## config.mk

```make
export PLATFORM = sky130hd
export DESIGN_NAME = rategen_mc_flat
export DESIGN_NICKNAME = d
export VERILOG_FILES = /design/src/rtl/rategen_pkg.sv /design/src/rtl/rategen_if.sv /design/src/rtl/rategen_ch.sv /design/src/rtl/rategen_mc.sv /design/src/flat_wrapper.sv
export SDC_FILE = /design/constraint.sdc
export NUM_CORES = 1
export LEC_CHECK = 0
export ABC_AREA = 1
export ABC_CLOCK_PERIOD_IN_PS = 2110
export BUFFER_PORTS_ARGS = -buffer_cell sky130_fd_sc_hd__buf_2
export CAP_MARGIN = 0
export CELL_PAD_IN_SITES_DETAIL_PLACEMENT = 1
export CELL_PAD_IN_SITES_GLOBAL_PLACEMENT = 2
export CORE_ASPECT_RATIO = 1.5
export CORE_MARGIN = 4
export CORE_UTILIZATION = 35
export CTS_BUF_LIST = sky130_fd_sc_hd__clkbuf_16
export CTS_CLUSTER_SIZE = 12
export DETAILED_ROUTE_END_ITERATION = 8
export GPL_ROUTABILITY_DRIVEN = 0
export GPL_TIMING_DRIVEN = 0
export PLACE_DENSITY_LB_ADDON = 0.25
export SYNTH_ARGS = -nofsm -noshare
export SYNTH_HDL_FRONTEND = slang
export SYNTH_HIERARCHICAL = 1
export SYNTH_SLANG_ARGS = --single-unit
export TNS_END_PERCENT = 20
```

## constraint.sdc

```tcl
create_clock -name clk -period 2.11 [get_ports clk]
set_input_delay 0.422 -clock clk [delete_from_list [all_inputs] [get_ports clk]]
set_output_delay 0.422 -clock clk [all_outputs]
set_load 0.01 [all_outputs]
```

## src/rtl/rategen_pkg.sv

```systemverilog
// Shared constants for the multi-channel sample-rate generator.
package rategen_pkg;
  localparam int DIV_INIT_DEF = 384;
  localparam int DIV_MIN      = 2;
  localparam int CHW          = 3;
endpackage

```

## src/rtl/rategen_if.sv

```systemverilog
// Control/strobe bundle for rategen_mc: per-channel enables, sync, divisor writes, rate outputs.
interface rategen_if #(
  parameter int NCH = 2,
  parameter int CW  = 9,
  parameter int FW  = 8
);
  logic [NCH-1:0]               en;
  logic                         sync;
  logic                         div_wr;
  logic [rategen_pkg::CHW-1:0]  div_ch;
  logic [CW-1:0]                div_val;
  logic [FW-1:0]                div_frac;
  logic [NCH-1:0]               rate;

  modport master (output en, sync, div_wr, div_ch, div_val, div_frac, input rate);
  modport slave  (input en, sync, div_wr, div_ch, div_val, div_frac, output rate);
endinterface

```

## src/rtl/rategen_ch.sv

```systemverilog
// One rate channel: down-counter, shadow/active divisor, optional fractional accumulator
// (built only when RATEGEN_FRAC_EN is defined).
module rategen_ch import rategen_pkg::*; #(
  parameter int CW       = 9,
  parameter int FW       = 8,
  parameter int DIV_INIT = DIV_INIT_DEF
) (
  input  logic          clk,
  input  logic          reset,
  input  logic          en,
  input  logic          sync,
  input  logic          wr,
  input  logic [CW-1:0] wr_div,
  input  logic [FW-1:0] wr_frac,
  output logic          rate
);
  logic [CW-1:0] active, shadow, cnt, wr_clamp, nxt_div;
  logic          pend, tc, reload, carry;

  assign wr_clamp = (wr_div < CW'(DIV_MIN)) ? CW'(DIV_MIN) : wr_div;
  assign tc       = en & (cnt == '0);
  assign reload   = sync | tc;
  // pend marks a shadow value not yet applied; a write landing on a reload stays pending
  assign nxt_div  = pend ? shadow : active;

`ifdef RATEGEN_FRAC_EN
  logic [FW-1:0] fshadow, factive, acc, nxt_frac;
  logic [FW:0]   fsum;

  assign nxt_frac = pend ? fshadow : factive;
  assign fsum     = {1'b0, acc} + {1'b0, nxt_frac};
  assign carry    = fsum[FW];

  always_ff @(posedge clk or negedge reset) begin
    if (!reset) begin
      fshadow <= '0;
      factive <= '0;
      acc     <= '0;
    end else begin
      if (wr) fshadow <= wr_frac;
      if (reload) begin
        factive <= nxt_frac;
        acc     <= fsum[FW-1:0];
      end
    end
  end
`else
  logic unused_frac;
  assign unused_frac = ^wr_frac;
  assign carry       = 1'b0;
`endif

  always_ff @(posedge clk or negedge reset) begin
    if (!reset) begin
      active <= CW'(DIV_INIT);
      shadow <= CW'(DIV_INIT);
      cnt    <= CW'(DIV_INIT - 1);
      pend   <= 1'b0;
      rate   <= 1'b0;
    end else begin
      rate <= tc & ~sync;
      if (reload) begin
        active <= nxt_div;
        cnt    <= nxt_div - CW'(1) + CW'(carry);
      end else if (en) begin
        cnt <= cnt - CW'(1);
      end
      if (wr) shadow <= wr_clamp;
      pend <= wr | (pend & ~reload);
    end
  end
endmodule

```

## src/rtl/rategen_mc.sv

```systemverilog
// Multi-channel sample-rate strobe generator; NCH rategen_ch instances plus write decode.
// Optional fractional periods: define RATEGEN_FRAC_EN.
module rategen_mc import rategen_pkg::*; #(
  parameter int NCH      = 2,
  parameter int CW       = 9,
  parameter int DIV_INIT = DIV_INIT_DEF,
  parameter int FW       = 8
) (
  input  logic      clk,
  input  logic      reset,
  rategen_if.slave  bus
);
  logic [NCH-1:0] rate_w;

  // div_ch values at or above NCH match no instance and are dropped
  for (genvar g = 0; g < NCH; g++) begin : g_ch
    rategen_ch #(.CW(CW), .FW(FW), .DIV_INIT(DIV_INIT)) u_ch (
      .clk     (clk),
      .reset   (reset),
      .en      (bus.en[g]),
      .sync    (bus.sync),
      .wr      (bus.div_wr && (bus.div_ch == CHW'(g))),
      .wr_div  (bus.div_val),
      .wr_frac (bus.div_frac),
      .rate    (rate_w[g])
    );
  end

  assign bus.rate = rate_w;
endmodule

```

## src/flat_wrapper.sv

```systemverilog
// flat-port wrapper written by rule: the top's interface ports become plain ports
module rategen_mc_flat import rategen_pkg::*;
#(
  parameter int NCH      = 2,
  parameter int CW       = 9,
  parameter int DIV_INIT = DIV_INIT_DEF,
  parameter int FW       = 8
)
  (clk, reset, bus_en, bus_sync, bus_div_wr, bus_div_ch, bus_div_val, bus_div_frac, bus_rate);
  rategen_if #(.NCH(NCH), .CW(CW), .FW(FW)) bus_i ();
  input  logic clk;
  input  logic reset;
  input wire logic [$bits(bus_i.en)-1:0] bus_en;
  input wire logic [$bits(bus_i.sync)-1:0] bus_sync;
  input wire logic [$bits(bus_i.div_wr)-1:0] bus_div_wr;
  input wire logic [$bits(bus_i.div_ch)-1:0] bus_div_ch;
  input wire logic [$bits(bus_i.div_val)-1:0] bus_div_val;
  input wire logic [$bits(bus_i.div_frac)-1:0] bus_div_frac;
  output wire logic [$bits(bus_i.rate)-1:0] bus_rate;
  assign bus_i.en = bus_en;
  assign bus_i.sync = bus_sync;
  assign bus_i.div_wr = bus_div_wr;
  assign bus_i.div_ch = bus_div_ch;
  assign bus_i.div_val = bus_div_val;
  assign bus_i.div_frac = bus_div_frac;
  assign bus_rate = bus_i.rate;
  rategen_mc #(.NCH(NCH), .CW(CW), .DIV_INIT(DIV_INIT), .FW(FW)) u_core (.clk(clk), .reset(reset), .bus(bus_i));
endmodule
```

Word-level counts from Yosys, hierarchy flattened
Index checks and enable logic that the tools add are counted.

word-level totals
  bits in registers = 58
  input bits = 26
  output and inout bits = 2

operators by class
  $add $sub $neg = 4
  $lt $le $gt $ge = 1
  eq/ne operators = 1
  muxes and demuxes = 7
  bitwise logic cells = 13
  reduce and logical (&&, ||, !) cells = 7

operator list
  operator                                              number
  2-to-1 mux 9 bit                                      7
  subtractor 9 x 1 -> 9 bit (second input constant)     4
  zero test 9 bit                                       2
  < comparator 9 x 2 -> 1 bit (second input constant)   1
  bitwise AND 1 bit                                     6
  bitwise OR 1 bit                                      4
  nonzero test 2 bit                                    2
  equality test 3 x 1 -> 1 bit (second input constant)  1
  zero test 3 bit                                       1
  inverter 1 bit                                        3
  logical AND 1 bit                                     2

Logic depth before layout (Yosys ltp)
Gate-level depths: netlist of the first run.

  depth after elaboration = 6
  depth in mapped cells = 16
  mapped depth without buffers = 15

By module
Netlist of the first run, hierarchy kept.

modules (own cells, without submodules)
  module      times used  cells each  area an instance (um2)  seq. area each (um2)
  rategen_ch  2           216         1659.1                  740.7
  rategen_mc  1           8           30.0                    0.0

Worst setup path after synthesis of the first run
Ideal clock, no wire load.

  path kind = register to register
  start point = register u_core.g_ch[0].u_ch.cnt[3]
  end point = register u_core.g_ch[0].u_ch.cnt[6]
  arrival = 1.782 ns
  data required time = 2.043 ns
  slack = 0.261 ns
  stages on the path, launching flop included = 15
  period minus slack after synthesis = 1.849 ns
  path through = dfstp_2 > or2_1 > nor2_2 > nand2_4 > nand2_4 > buf_12 > nand2_2 > o21ai_2 > inv_2 > ha_1 > nand3_2 > nor2_4 > a21oi_1 > nor2_1 > nor2_1

on the way
  longest elaborated chain between the ends = 4

ends and longest elaborated chain
  what                                                                               RTL line          source
  from (decl)                                                                        rategen_ch.sv:17  logic [CW-1:0] active, shadow, cnt, wr_clamp, nxt_div;
  from (signal assigned)                                                             rategen_ch.sv:57  cnt <= CW'(DIV_INIT - 1);
  from (signal assigned)                                                             rategen_ch.sv:64  cnt <= nxt_div - CW'(1) + CW'(carry);
  from (signal assigned)                                                             rategen_ch.sv:66  cnt <= cnt - CW'(1);
  parallel branches: the longest is 4 deep, another holds subtractor 9 x 1 -> 9 bit  --

Several ways; the timed one is not identified. The select of a mux whose other input is x is not followed.
A chain may end at the register's enable or synchronous reset.

Worst setup path in the final report of the first run
  start point = register u_core.g_ch[0].u_ch.cnt[2]
  end point = register u_core.g_ch[0].u_ch.cnt[4]

The elaborated chain is that of the path after synthesis.

==> flow_summary.toml, run 1 <==
[clock_tree]
clock-sinks = 58
cts-root-buf = "clkbuf_16"
clk_pin_slew_worst_paths_ns = 0.05
hold_buffers = 0
cts_tree = "built"
htreeDepth = 3
numCtsBuffers = 9
clock_path_buffers = 2
clk_latency_ns = 0.33

[grt]
antenna_found_initial = 0
grt_pass1_wl_mm = 15.5
grt-ovfl-total = 0
gr-usage-all-layers_pct = 17.9
grt_pass1_vias = 3271
grt_max_degree = 59

[pwr]
p_leak_nw = 2.00
pwr-share-comb_pct = 34.0
internal-power_mw = 3.17
seqPwrFrac_pct = 35.0
p_sw_mw = 1.71
ir_drop_uv = 514
clockPowerShare_pct = 31.0
power_mw = 4.88
swShare_pct = 35.0
p_per_area_nw_per_um2 = 1180

[floorplanning]
die_width_microns = 87.9
num_rows = 43
die-area_sq_um = 11200
ios = 28
start_util_pct = 36.0
core_sq_um = 9310
die_y_microns = 128

[timing]
tightest_slew_ns = 0.782
finalSetupViolations = 0
period_minus_slack_ns = 2.04
finalCritPeriodShare_pct = 96.9
fmax_mhz = 489
drv_slew = 0
hold_slack_ns = 0.162
final.setup_skew_ns = 0.00666
rsz0062_at_grt = "yes"
relSlewSlack_pct = 47.9
hold_viol = 0
setup_tns_ns = 0

[critical_path]
crit_type = "reg2reg"
worstSetupStartpointType = "flip-flop"
crit_path_end_kind = "flip-flop"
cp.required_ns = 2.36
crit_path_max_fanout = 10
arrival_ns = 2.29

[status]
status = "finished, final reports clean"

[place]
hpwl_mm = 6.66
placed_cells = 571
io_buffers = 19

[routing]
route.detailed.drc = 0
routed_via_density = 4.95
wire_per_inst_microns = 15.5
drt-total-wl_mm = 9.30
drtIter0Drc = 56
vias = 2977
ant_nets = 0
first_pass_iters = 4

[finish]
num-fill-cells = 1153
layout-drive-gt1-share_pct = 29.9
area_delta_synth_final_pct = 23.1
nNetsFinal = 512
num_antenna_cells = 0
final_common_cell = "nand2_1"
most-common-layout-cells = "nand2_1 (123), o21ai_0 (54), inv_1 (50)"
instances_no_fill = 601

[logic_synthesis]
syn-cell-area_sq_um = 3350
syn-instance-count = 440
syn_nets = 468
syn-mean-instance-area_sq_um = 7.61
yosysSeqAreaShare_pct = 44.2
synth.distinct_cells = 28
ys_seq_elements = 58
yosysWarnings = 6

[job]
drv_cap = 0

[worst_hold_path]
hp-class = "in2async"
[flip-flops by register name (all words and copies together), names as in the netlist]
signal / flops
u_core/g_ch.u_ch/active: 18
u_core/g_ch.u_ch/cnt: 18
u_core/g_ch.u_ch/shadow: 18
u_core/g_ch.u_ch/pend: 2
u_core/g_ch.u_ch/rate: 2
[synth_stat cells, drive strengths merged]
| library cell | count | area [sq um] |
|---|---|---|
| nand2 | 145 | 639 |
| o21ai | 70 | 380 |
| inv | 61 | 229 |
| nor2 | 44 | 215 |
| dfrtp | 34 | 851 |
| dfstp | 24 | 631 |
| nand3 | 24 | 130 |
| a21oi | 12 | 82.6 |
| buf | 10 | 85.1 |
| clkbuf | 4 | 15.0 |
| or2 | 4 | 25.0 |
| a31oi | 2 | 12.5 |
| ha | 2 | 25.0 |
| nand3b | 2 | 15.0 |
| nor4 | 2 | 12.5 |
[path summary, 6_finish.rpt]
path,startpoint,slack (ns),depth (start not counted),end
worst min-delay path,reset,0.16,1,u_core/g_ch[0].u_ch/active[2]
max in group asynchronous,reset,1.41,1,u_core/g_ch[1].u_ch/cnt[7]
worst max register to register,u_core/g_ch[0].u_ch/cnt[2],0.07,15,u_core/g_ch[0].u_ch/cnt[4]
worst min register to register,u_core/g_ch[1].u_ch/shadow[8],0.46,2,u_core/g_ch[1].u_ch/shadow[8]
worst max-delay path,u_core/g_ch[0].u_ch/cnt[2],0.07,15,u_core/g_ch[0].u_ch/cnt[4]
min in group clk,bus_div_val[7],0.33,3,u_core/g_ch[0].u_ch/shadow[7]
[power by group through the flow]
stage | Clock (mW) | Combinational, mW | Sequential, mW
final | 1.51 | 1.66 | 1.71
after global routing | 1.62 | 1.89 | 1.75
after CTS | 1.56 | 1.51 | 1.70
after detailed placement | 0 | 1.43 | 1.72
after global placement | 0 | 1.39 | 1.70
after floorplan | 0 | 1.11 | 1.65
[layer usage]
layer / vias to the layer above / share of wire (%) / wire length [microns] / track usage, %
met4: 0 / 2.0 / 184 / 6.87
met3: 15 / 2.0 / 189 / 3.92
li1: 1474 / - / - / -
met1: 1463 / 40 / 3690 / 18.8
met5: - / 0 / 0 / 0
met2: 25 / 56 / 5230 / 33.8
[what timing repair did]
action,4_1_cts,5_1_grt
setup endpoints to repair,3,7
pin swaps,6,10
gates resized for setup,4,26
setup buffers,4,10
[per-stage QoR]
step | util [%] | area (sq um) | worst slack, ns
after floorplan | - | 3350 | 0.261
after global routing | 44.3 | 4120 | -0.0609
final | 44.3 | 4120 | 0.0651
after detailed placement | 38.5 | 3580 | -0.0588
after CTS | 42.3 | 3940 | 0.00227
after global placement | 38.5 | 3580 | -0.0336
[cells by family (layout without fill, tap and decap cells)]
kind of cell | Yosys count | after routing | share of synthesized area, %
flops | 58 | 58 | 44.2
simple gates | 221 | 221 | 31.0
compound gates | 84 | 84 | 14.2
buf+inv | 75 | 124 | 9.83
fa+ha+maj | 2 | 2 | 0.747
[critical path: stages (launching register included)]
cell and delay, ns:
dfstp_2 0.55, or2_1 0.12, nor2_2 0.05, nand2_4 0.07
nand2_4 0.06, buf_12 0.16, nand2_4 0.08, o21ai_4 0.07
inv_2 0.08, ha_4 0.14, nand3_4 0.08, nor2_4 0.17
buf_4 0.14, nand2_1 0.04, nand3_1 0.07, o21ai_1 0.07
[cell type report]
cell class	instances	area [sq um]	share of cell area [%]
Multi-Input combinational cell	307	1670	40.4
Sequential cell	58	1480	35.9
Inverter	61	229	5.55
Clock buffer	9	225	5.46
Timing Repair Buffer	33	203	4.92
Tap cell	112	140	3.40
Buffer	14	100	2.43
Clock inverter	7	78.8	1.91
No activity file was read; power rests on OpenSTA's default activity.
==> run 2, diff against run 1 <==
--- a/config.mk
+++ b/config.mk
@@ -7,16 +7,16 @@
 export LEC_CHECK = 0
 export ABC_AREA = 1
 export ABC_CLOCK_PERIOD_IN_PS = 2110
-export BUFFER_PORTS_ARGS = -buffer_cell sky130_fd_sc_hd__buf_2
 export CAP_MARGIN = 0
 export CELL_PAD_IN_SITES_DETAIL_PLACEMENT = 1
 export CELL_PAD_IN_SITES_GLOBAL_PLACEMENT = 2
 export CORE_ASPECT_RATIO = 1.5
 export CORE_MARGIN = 4
-export CORE_UTILIZATION = 35
+export CORE_UTILIZATION = 37
 export CTS_BUF_LIST = sky130_fd_sc_hd__clkbuf_16
 export CTS_CLUSTER_SIZE = 12
 export DETAILED_ROUTE_END_ITERATION = 8
+export DONT_BUFFER_PORTS = 1
 export GPL_ROUTABILITY_DRIVEN = 0
 export GPL_TIMING_DRIVEN = 0
 export PLACE_DENSITY_LB_ADDON = 0.25
==> run 2 against run 1 <==
  * Routed wire length shrank 1.5%
  * Power grew 0.78%
  * Sequential power is essentially flat
  * Count of clock-buffer cells in the layout is the same
  * Final cell count shrank 4.3%
  * Register-to-register slack gained 0.02 ns
  * Die area shrank 5.0%
  * Sequential share of layout area grew 1.1 points
  * First-iteration DRC count grew 50%
  * Worst hold slack lost 0.00067 ns
  * Maximum frequency grew 1.1%
  * Global-route usage grew 0.75 points
  * Critical endpoint is now u_core/g_ch[1].u_ch/cnt[6]
  * Largest power group unchanged
==> flow_summary.toml, run 2 (same netlist as run 1, synthesis figures left out) <==
[worst_hold_path]
hold_depth = 1
hp-class = "in2reg"

[critical_path]
ff2ff_path_depth = 16
worstSetupStartpointType = "flip-flop"
crit_path_end_kind = "flip-flop"
path_depth = 16
arrival_ns = 2.28
worstPathCellList = "nor2_1, nand2_1, nor2_2, nand2_4, nand2_4, buf_12, nand2_4, o21ai_4, inv_2, ha_4, nand3_4, nor2_4, nand3_2, nand2_1, nor2_1, nor2_1"
crit_type = "reg2reg"
slowest_delay_ns = 0.54
cp.required_ns = 2.37
path_buf_inv = 2
crit_path_max_fanout = 10
slowest_stage = "dfstp_2"
critPathTopFamily = "simple AND/OR/NAND/NOR gates"

[routing]
drt-total-wl_mm = 9.15
vias = 2841
wire_per_inst_microns = 15.9
drtIter0Drc = 84
routed_via_density = 4.94
route.detailed.drc = 0
ant_nets = 0
first_pass_iters = 6

[grt]
gr-usage-all-layers_pct = 18.7
antenna_found_initial = 0
grt-ovfl-total = 0
grt_pass1_wl_mm = 15.6
grt_pass1_vias = 3147
grt_max_degree = 59

[clock_tree]
clk_pin_slew_worst_paths_ns = 0.05
clk_latency_ns = 0.32
cts_tree = "built"
clock_path_buffers = 2
cts-root-buf = "clkbuf_16"
numCtsBuffers = 9
clock-sinks = 58
htreeDepth = 3

[timing]
finalSetupViolations = 0
period_minus_slack_ns = 2.02
tightest_slew_ns = 0.521
finalCritPeriodShare_pct = 95.9
final.setup_skew_ns = 0.00471
relSlewSlack_pct = 64.9
hold_viol = 0
timing.final.ws_setup_ns = 0.0870
rsz0062_at_grt = "yes"
drv_slew = 0
fmax_mhz = 494

[pwr]
power_mw = 4.91
p_leak_nw = 1.92
p_per_area_nw_per_um2 = 1230
ir_drop_uv = 583

[finish]
largestRegisters = "u_core/g_ch.u_ch/active x18, u_core/g_ch.u_ch/cnt x18, u_core/g_ch.u_ch/shadow x18"
num_antenna_cells = 0
nNetsFinal = 488
most-common-layout-cells = "nand2_1 (126), inv_1 (53), o21ai_0 (53)"
final_common_cell = "nand2_1"
layout-drive-gt1-share_pct = 24.3
area_delta_synth_final_pct = 19.6

[place]
place_ws_ns = -0.00577
io_buffers = 0
hpwl_mm = 6.52

[floorplanning]
num_rows = 42
core_sq_um = 8830
start_util_pct = 37.9
ios = 28
die-area_sq_um = 10700
die_y_microns = 125
die_width_microns = 85.7

[status]
status = "finished, final reports clean"

[job]
drv_cap = 0
## run 2: cell types whose count changed in the layout (fill, tap and decap cells not counted), sizes merged
cell,previous run,this run
clkinv,3,1
bufinv,2,3
buf,43,18
clkinvlp,0,1
dlygate4sd3,0,1
## run 2: layout make-up
class | instances | area [sq um]
multi-input combinational | 307 | 1630
sequential | 58 | 1480
clock inverter | 7 | 110
inverter | 61 | 229
fill | 1074 | 4820
clock buffer | 9 | 225
tap | 110 | 138
buffer | 14 | 100
timing repair buffer | 9 | 90.1
## run 2: timing repair
item | 4_1_cts | 5_1_grt
pin swaps | 6 | 4
setup buffers | 3 | 4
endpoints found under the hold margin | 58 | 0
hold buffers | 2 | 0
endpoints found under the setup margin | 4 | 7
gates resized for setup | 7 | 11
## run 2: final timing paths
path / start / endpoint / slack (ns)
min in group asynchronous: reset / u_core/g_ch[0].u_ch/shadow[0] / 0.62
max in group asynchronous: reset / u_core/g_ch[1].u_ch/shadow[8] / 1.17
setup reg to reg: u_core/g_ch[1].u_ch/cnt[6] / u_core/g_ch[1].u_ch/cnt[6] / 0.09
hold reg to reg: u_core/g_ch[1].u_ch/shadow[8] / u_core/g_ch[1].u_ch/shadow[8] / 0.46
setup / recovery: u_core/g_ch[1].u_ch/cnt[6] / u_core/g_ch[1].u_ch/cnt[6] / 0.09
hold / removal: bus_sync / u_core/g_ch[1].u_ch/rate / 0.16
## run 2: layer usage
metal / global-route usage (%) / up-vias / part of all wire [%]
li1: - / 1420 / -
met1: 20.4 / 1380 / 40
met2: 33.3 / 25 / 55
met3: 3.77 / 16 / 1.7
met4: 9.51 / 0 / 3.4
met5: 0 / - / 0
## run 2: through the flow
stage / TNS (ns) / hold slack (ns) / cell area, sq um / util (%) / std cells
final: 0 / 0.162 / 4000 / 45.4 / 575
after detailed placement: -0.00577 / 0.128 / 3490 / 39.5 / 550
after floorplan: 0 / 0.126 / 3350 / - / 440
after global placement: 0 / 0.128 / 3490 / 39.5 / 550
after CTS: -0.000846 / 0.145 / 3920 / 44.4 / 571
after global routing: -0.157 / 0.145 / 4000 / 45.4 / 575
## run 2: power by group
| group | internal, mW | switching [mW] |
|---|---|---|
| clock | 1.14 | 0.513 |
| sequential | 1.53 | 0.159 |
| combinational | 0.556 | 1.01 |
| total | 3.23 | 1.68 |
